--- src/rtl/mem_array_rw_if.sv ---
// Request/response bus of mem_array_rw: valid/ready request, fixed-latency read response.
// The parity pair (inj_perr, rsp_perr) exists only when MEM_PARITY_EN is defined.
interface mem_array_rw_if #(
  parameter int DATA_W = 8,
  parameter int ADDR_W = 3
);
  logic              req_valid;
  logic              req_ready;
  logic              req_we;
  logic [ADDR_W-1:0] req_addr;
  logic [DATA_W-1:0] req_wdata;
  logic              rsp_valid;
  logic [DATA_W-1:0] rsp_rdata;
  logic              rsp_err;
`ifdef MEM_PARITY_EN
  logic              inj_perr;
  logic              rsp_perr;

  modport master (
    output req_valid, req_we, req_addr, req_wdata, inj_perr,
    input  req_ready, rsp_valid, rsp_rdata, rsp_err, rsp_perr
  );
  modport slave (
    input  req_valid, req_we, req_addr, req_wdata, inj_perr,
    output req_ready, rsp_valid, rsp_rdata, rsp_err, rsp_perr
  );
`else
  modport master (
    output req_valid, req_we, req_addr, req_wdata,
    input  req_ready, rsp_valid, rsp_rdata, rsp_err
  );
  modport slave (
    input  req_valid, req_we, req_addr, req_wdata,
    output req_ready, rsp_valid, rsp_rdata, rsp_err
  );
`endif
endinterface

--- src/rtl/mem_array_rw.sv ---
// DEPTH x DATA_W word memory that zero-sweeps itself after reset or clr, with 1-cycle read latency.
// Define MEM_PARITY_EN to store an even-parity bit per word and report rsp_perr on reads.
module mem_array_rw #(
  parameter int DATA_W = 8,
  parameter int DEPTH  = 8,
  parameter int ADDR_W = $clog2(DEPTH)
) (
  input  logic          clk,
  input  logic          rst_n,
  input  logic          clr,
  output logic          init_busy,
  mem_array_rw_if.slave bus
);

`ifdef MEM_PARITY_EN
  localparam int MEM_W = DATA_W + 1;
`else
  localparam int MEM_W = DATA_W;
`endif
  localparam logic [ADDR_W:0]   DEPTH_L  = (ADDR_W + 1)'(DEPTH);
  localparam logic [ADDR_W-1:0] LAST_PTR = ADDR_W'(DEPTH - 1);

  typedef enum logic {ST_INIT, ST_IDLE} state_t;

  state_t            state_q, state_d;
  logic [ADDR_W-1:0] ptr_q, ptr_d;
  logic              rsp_valid_q, rsp_valid_d;
  logic              rsp_err_q, rsp_err_d;
  logic [DATA_W-1:0] rsp_rdata_q, rsp_rdata_d;
`ifdef MEM_PARITY_EN
  logic              rsp_perr_q, rsp_perr_d;
`endif

  logic [MEM_W-1:0]  mem [DEPTH];
  logic              mem_we;
  logic [ADDR_W-1:0] mem_waddr;
  logic [MEM_W-1:0]  mem_wdata;
  logic [MEM_W-1:0]  wr_word;
  logic [MEM_W-1:0]  rd_word;
  logic              ready;
  logic              accept;
  logic              in_range;

  always_comb begin
    ready    = (state_q == ST_IDLE) && !clr;
    accept   = bus.req_valid && ready;
    in_range = ({1'b0, bus.req_addr} < DEPTH_L);
    rd_word  = mem[in_range ? bus.req_addr : '0];
`ifdef MEM_PARITY_EN
    wr_word  = {(^bus.req_wdata) ^ bus.inj_perr, bus.req_wdata};
`else
    wr_word  = bus.req_wdata;
`endif
  end

  // Next state, sweep pointer and array write port.
  always_comb begin
    state_d   = state_q;
    ptr_d     = ptr_q;
    mem_we    = 1'b0;
    mem_waddr = bus.req_addr;
    mem_wdata = wr_word;
    case (state_q)
      ST_INIT: begin
        mem_we    = 1'b1;
        mem_waddr = ptr_q;
        mem_wdata = '0;
        ptr_d     = ptr_q + 1'b1;
        if (ptr_q == LAST_PTR) begin
          state_d = ST_IDLE;
          ptr_d   = '0;
        end
      end
      ST_IDLE: begin
        if (clr) begin
          state_d = ST_INIT;
          ptr_d   = '0;
        end else if (accept && bus.req_we && in_range) begin
          mem_we = 1'b1;
        end
      end
      default: begin
        state_d = ST_INIT;
        ptr_d   = '0;
      end
    endcase
  end

  // Read response; rdata holds its last value between responses.
  always_comb begin
    rsp_valid_d = accept && !bus.req_we;
    rsp_err_d   = rsp_valid_d && !in_range;
    rsp_rdata_d = rsp_rdata_q;
    if (rsp_valid_d) begin
      rsp_rdata_d = in_range ? rd_word[DATA_W-1:0] : '0;
    end
`ifdef MEM_PARITY_EN
    rsp_perr_d  = rsp_valid_d && in_range && (rd_word[DATA_W] != (^rd_word[DATA_W-1:0]));
`endif
  end

  always_ff @(posedge clk or negedge rst_n) begin
    if (!rst_n) begin
      state_q     <= ST_INIT;
      ptr_q       <= '0;
      rsp_valid_q <= 1'b0;
      rsp_err_q   <= 1'b0;
      rsp_rdata_q <= '0;
`ifdef MEM_PARITY_EN
      rsp_perr_q  <= 1'b0;
`endif
    end else begin
      state_q     <= state_d;
      ptr_q       <= ptr_d;
      rsp_valid_q <= rsp_valid_d;
      rsp_err_q   <= rsp_err_d;
      rsp_rdata_q <= rsp_rdata_d;
`ifdef MEM_PARITY_EN
      rsp_perr_q  <= rsp_perr_d;
`endif
    end
  end

  // Storage has no reset; the sweep is what clears it.
  always_ff @(posedge clk) begin
    if (mem_we) begin
      mem[mem_waddr] <= mem_wdata;
    end
  end

  assign bus.req_ready = ready;
  assign bus.rsp_valid = rsp_valid_q;
  assign bus.rsp_err   = rsp_err_q;
  assign bus.rsp_rdata = rsp_rdata_q;
`ifdef MEM_PARITY_EN
  assign bus.rsp_perr  = rsp_perr_q;
`endif
  assign init_busy     = (state_q == ST_INIT);

endmodule
--- src/flat_wrapper.sv ---
// flat-port wrapper written by rule: the top's interface ports become plain ports
module mem_array_rw_flat 
#(
  parameter int DATA_W = 8,
  parameter int DEPTH  = 8,
  parameter int ADDR_W = $clog2(DEPTH)
)
  (clk, rst_n, clr, init_busy, bus_req_valid, bus_req_we, bus_req_addr, bus_req_wdata, bus_req_ready, bus_rsp_valid, bus_rsp_rdata, bus_rsp_err);
  mem_array_rw_if #(.DATA_W(DATA_W), .ADDR_W(ADDR_W)) bus_i ();
  input  logic clk;
  input  logic rst_n;
  input  logic clr;
  output logic init_busy;
  input wire logic [$bits(bus_i.req_valid)-1:0] bus_req_valid;
  input wire logic [$bits(bus_i.req_we)-1:0] bus_req_we;
  input wire logic [$bits(bus_i.req_addr)-1:0] bus_req_addr;
  input wire logic [$bits(bus_i.req_wdata)-1:0] bus_req_wdata;
  output wire logic [$bits(bus_i.req_ready)-1:0] bus_req_ready;
  output wire logic [$bits(bus_i.rsp_valid)-1:0] bus_rsp_valid;
  output wire logic [$bits(bus_i.rsp_rdata)-1:0] bus_rsp_rdata;
  output wire logic [$bits(bus_i.rsp_err)-1:0] bus_rsp_err;
  assign bus_i.req_valid = bus_req_valid;
  assign bus_i.req_we = bus_req_we;
  assign bus_i.req_addr = bus_req_addr;
  assign bus_i.req_wdata = bus_req_wdata;
  assign bus_req_ready = bus_i.req_ready;
  assign bus_rsp_valid = bus_i.rsp_valid;
  assign bus_rsp_rdata = bus_i.rsp_rdata;
  assign bus_rsp_err = bus_i.rsp_err;
  mem_array_rw #(.DATA_W(DATA_W), .DEPTH(DEPTH), .ADDR_W(ADDR_W)) u_core (.clk(clk), .rst_n(rst_n), .clr(clr), .init_busy(init_busy), .bus(bus_i));
endmodule
--- config.mk ---
export PLATFORM = sky130hd
export DESIGN_NAME = mem_array_rw_flat
export DESIGN_NICKNAME = d
export VERILOG_FILES = /design/src/rtl/mem_array_rw_if.sv /design/src/rtl/mem_array_rw.sv /design/src/flat_wrapper.sv
export SDC_FILE = /design/constraint.sdc
export NUM_CORES = 1
export LEC_CHECK = 0
export CAP_MARGIN = 0
export CORE_UTILIZATION = 45
export DETAILED_ROUTE_END_ITERATION = 8
export PLACE_DENSITY = 0.76
export SYNTH_ARGS = -nofsm -noshare
export SYNTH_HDL_FRONTEND = slang
export SYNTH_SLANG_ARGS = --single-unit
--- constraint.sdc ---
create_clock -name clk -period 1.9 [get_ports clk]
set_input_delay 0.19 -clock clk [delete_from_list [all_inputs] [get_ports clk]]
set_output_delay 0.19 -clock clk [all_outputs]
set_load 0.05 [all_outputs]
**Yosys cells after proc, flatten, opt, wreduce, memory -nomap -nowiden**

Memories as Yosys holds them, arrays and structs flattened. A register that Yosys moved wholly into a read port is not among the register bits.
Cells that the tools add are included.

- Word-level logic and storage cells: 28
- Output and inout bits: 12
- Flip-flop bits (word level): 5
- Memories kept: 1
- Bits in writable memories: 64

Memory list:

| name | depth | bits a word | read ports | clocked after memory_dff | wr ports | RTL line | text |
|---|---|---|---|---|---|---|---|
| u_core.mem | 8 | 8 | 1 | 1 | 1 | mem_array_rw.sv:34 | `logic [MEM_W-1:0] mem [DEPTH];` |

- Add/subtract/negate cells: 1
- Multiplexer cells: 13
- Bitwise gates (word level): 1
- Eq/ne operators: 2
- Reductions and logical operators: 7

Operator list:

| cell | number |
|---|---|
| $mux 3 | 3 |
| $mux 8 | 1 |
| $mux 1 | 6 |
| $pmux 3 s2 | 1 |
| $logic_and 1x1->1 | 4 |
| $pmux 1 s2 | 2 |
| $add 3x1->3 const B | 1 |
| $eq 3x3->1 const B | 1 |
| $logic_not 1->1 | 3 |
| $ne 2x2->1 const B | 1 |
| $not 1->1 | 1 |

**Depth between registers and ports, before layout**

- Depth in word-level cells: 9
- Gate-level depth with buffers: 5

**Least setup slack after synthesis**

OpenSTA, ideal clock, no wires.

- Path type: reg-to-reg
- Start: reg u_core.state_q
- End: mem u_core.mem[4][0] (netlist bit) (enable)
- Clock period less this slack: 1752 ps
- Stages on the path, launching flop included: 4
- Data required time: 1530 ps
- Slack: 148 ps
- Arrival: 1382 ps
- Buffers on the path: 0
- Cell sequence: dfrtp_1 -> inv_1 -> o2bb2a_1 -> nor2_1

RTL lines:

| what | RTL line | text |
|---|---|---|
| start, declared | mem_array_rw.sv:25 | `state_t state_q, state_d;` |
| start signal, assigned | mem_array_rw.sv:113 | `state_q <= state_d;` |
| $not 1->1 | n/a |  |
| named net init_busy | flat_wrapper.sv:13 | `output logic init_busy;` |
| $pmux 1 s2 | mem_array_rw.sv:63 | `case (state_q)` |
| $mux 1 | mem_array_rw.sv:126 | `if (mem_we) begin` |
| $mux 1 (implied by the code) | mem_array_rw.sv:127 | `mem[mem_waddr] <= mem_wdata;` |
| end, declared | mem_array_rw.sv:34 |  |

The timed path passes the listed nets, and every way through them passes these cells.

**Final worst setup path**

- Start: reg u_core.rsp_rdata_q[4], in the netlist u_core.bus.rsp_rdata[4] (read register of u_core.mem)
- End: out bus_rsp_rdata[4]

RTL lines:

| what | RTL line | text |
|---|---|---|
| start, declared | mem_array_rw.sv:29 | `logic [DATA_W-1:0] rsp_rdata_q, rsp_rdata_d;` |
| end, declared | flat_wrapper.sv:20 | `output wire logic [$bits(bus_i.rsp_rdata)-1:0] bus_rsp_rdata;` |

No word-level cell between the ends.

==> flow_summary_export.csv <==
group,metric,value,unit
run_status,status,"complete, no violations",
clock_tree,clk_latency,0.35,ns
power,peakVddDrop,0.783,mV
setup_path,max_stage_delay,0.82,ns
clock_tree,cts_setup_buffers,0,
synthesis,synth.avg_cell_area,16.0,µm²
floorplan,num_io_pins,28,
clock_tree,cts_buffers,9,
place,portBuffers,26,
clock_tree,cts_root_buffer,"clkbuf_8",
synthesis,synth-seq-cells,77,
floorplan,fp-row-count,30,
flow_run,max-cap-violations,0,
setup_path,required,1.71,ns
finish,nets,265,
clock_tree,cts.sinks,77,
setup_path,crit_family,"buffers and inverters",
sta,tightest_slew,0.506,ns
clock_tree,htreeDepth,3,
drt,dr.pass1.iters,4,
clock_tree,cts_hold_buf,0,
sta,fin_crit,1.75,ns
synthesis,async_flop_share,0.169,
grt,grt_antenna_before_repair,0,
floorplan,die_h,86.4,µm
drt,drt_iter0_drc,176,
sta,slew_headroom,0.662,
sta,whs,0.155,ns
floorplan,die_x,86.4,µm
drt,antenna_left,0,
grt,grt_first_pass_wirelength,10100,µm
drt,drc,0,
synthesis,netlist_area,0.00320,mm²
sta,clock_skew,0.00829,ns
clock_tree,ctsResizeCount,0,
synthesis,synth-edff-count,64,
finish,drive_above_1_share,0.206,
setup_path,cp_cell_sequence,"clkdlybuf4s50_1",
sta,period_share,0.923,
hold_path,hp-class,"primary input to asynchronous set/reset pin",
drt,post_drt_wl_per_cell,18.8,µm
synthesis,synthTopCellsByArea,"edfxtp_1, dfrtp_1, mux2i_1, mux2_1, o31ai_2",
setup_path,worstPathArrival,1.56,ns
sta,setup_viol_count_final,0,
setup_path,worstRegToRegCells,4,
clock_tree,path_clk_slew,0.08,ns
setup_path,crit_type,"flip-flop to output port",
floorplan,start_util,0.469,
synthesis,syn_inst,200,
setup_path,ff2ff_setup_slack,0.32,ns
setup_path,worstSetupEndpointType,"output port",
floorplan,coreArea,0.00683,mm²
power,p_per_area,1590,mW/mm²
setup_path,critical_path_buf_inv_count,1,
synthesis,synth_top_area_cell,"edfxtp_1",
grt,first_global_vias,1870,
finish,area_growth,22.5,%
sta,max_freq,570,MHz
place,dp_hpwl,4290,µm
grt,grt.total_usage,0.194,
sta,finalHoldViolations,0,
drt,vias,1842,
synthesis,ys_seq_area_frac,0.702,
finish,diodes,0,
setup_path,rr_startpoint,"u_core.state_q",
sta,setup-tns-final,0,ns
setup_path,start_kind,"flip-flop",
synthesis,synth_top_area_share,0.600,
sta,rsz0062_at_grt,"false",
synthesis,synth_cell_types,35,
grt,grt_overflow,0,
grt,grt_max_degree,33,
synthesis,syn-num-nets,218,
setup_path,r2r_end,"u_core.mem[5][2]",
drt,wl,6530,µm
place,gp_congestion,0.802,
clock_tree,clock_path_buffers,2,
sta,drv_slew,0,
floorplan,dieArea,0.00746,mm²
drt,vias_per_cell,5.29,
clock_tree,cts_tree,"done",
synthesis,synth_warnings,0,
synthesis,synthFlopType,"edfxtp_1",
setup_path,crit_slowest_cell,"clkdlybuf4s50_1",
setup_path,path_max_fanout,2,
power,cellLeakagePower,1.49,nW
-- worst max-delay path by stage --
stage,start,to,slack (ns),depth (start not counted)
2_1_floorplan,u_core.state_q,u_core.mem[4][0],0.15,3
3_3_place_gp,bus_req_addr[1],u_core.mem[5][4],0.07,5
3_5_place_dp,bus_req_addr[0],u_core.mem[5][4],0.08,5
4_1_cts,u_core.bus.rsp_rdata[4],bus_rsp_rdata[4],0.14,1
5_1_grt,u_core.bus.rsp_rdata[4],bus_rsp_rdata[4],0.13,1
6_report,u_core.bus.rsp_rdata[4],bus_rsp_rdata[4],0.15,1
-- cells by family after synthesis --
| logic type | synth area share |
|---|---|
| DFF | 0.702 |
| and+or+nand+nor | 0.0652 |
| AOI/OAI and AO/OA | 0.0863 |
| muxes | 0.109 |
| buffers and inverters | 0.0285 |
| adders and majority gates | 0.00781 |
| other | 0.00117 |
-- synth_stat cells (6+ instances only) --
cell type,number
and2_1,8
a22o_1,8
o31ai_2,7
dfrtp_1,13
mux2_2,6
nor2_1,12
mux2_1,10
nand2_1,12
mux2i_1,17
o22ai_1,8
edfxtp_1,64
-- power breakdown --
| group | internal [mW] | switching (mW) |
|---|---|---|
| Clock | 0.878 | 0.621 |
| Sequential | 2.58 | 0.204 |
| Combinational | 0.718 | 1.23 |
-- area by class of cell --
| type | count | area, µm² |
|---|---|---|
| Clock buffer | 9 | 124 |
| Clock inverter | 7 | 124 |
| Fill cell | 555 | 2910 |
| Inverter | 2 | 7.51 |
| Multi-Input combinational cell | 110 | 865 |
| Sequential cell | 77 | 2250 |
| Tap cell | 96 | 120 |
| Timing Repair Buffer | 47 | 438 |
-- placed cells by master, fill, tap and decap left out, types with 3 or more instances in the layout --
cell type        count
mux2_2               6
o31ai_2              7
a21oi_1              3
mux2i_1             17
edfxtp_1            64
clkbuf_8             9
dfrtp_1             13
clkinv_4             3
a22o_1               8
clkdlybuf4s50_1     24
bufinv_16            3
mux2_1              10
and2_1               8
buf_4               21
nor2_1              12
o22ai_1              8
nand2_1             12
-- routing by layer --
layer  GRT usage  share of wire  up-vias
met1       0.250           0.43      895
li1            -              -      865
met3      0.0419          0.049       22
met2       0.300           0.48       60
met4       0.121          0.037        0
met5           0              0        -
-- per-stage QoR --
stage | setup slack (ns) | utilization | total power [mW] | cells | area [µm²]
floorplan | 0.148 | - | 3.97 | 200 | 3200
global placement | 0.0720 | 0.538 | 4.71 | 332 | 3680
detailed placement | 0.0834 | 0.538 | 4.76 | 332 | 3680
CTS | 0.137 | 0.575 | 6.26 | 348 | 3930
global route | 0.125 | 0.575 | 6.50 | 348 | 3930
finish | 0.146 | 0.575 | 6.23 | 348 | 3930
-- sequential cells by signal, summed over array words and instances, names as in the netlist --
name,cells
u_core.bus.rsp_rdata,8
u_core.bus.rsp_valid,1
u_core.state_q,1
u_core.ptr_q,3
u_core.mem,64
Power figures use the tool's default switching activity.
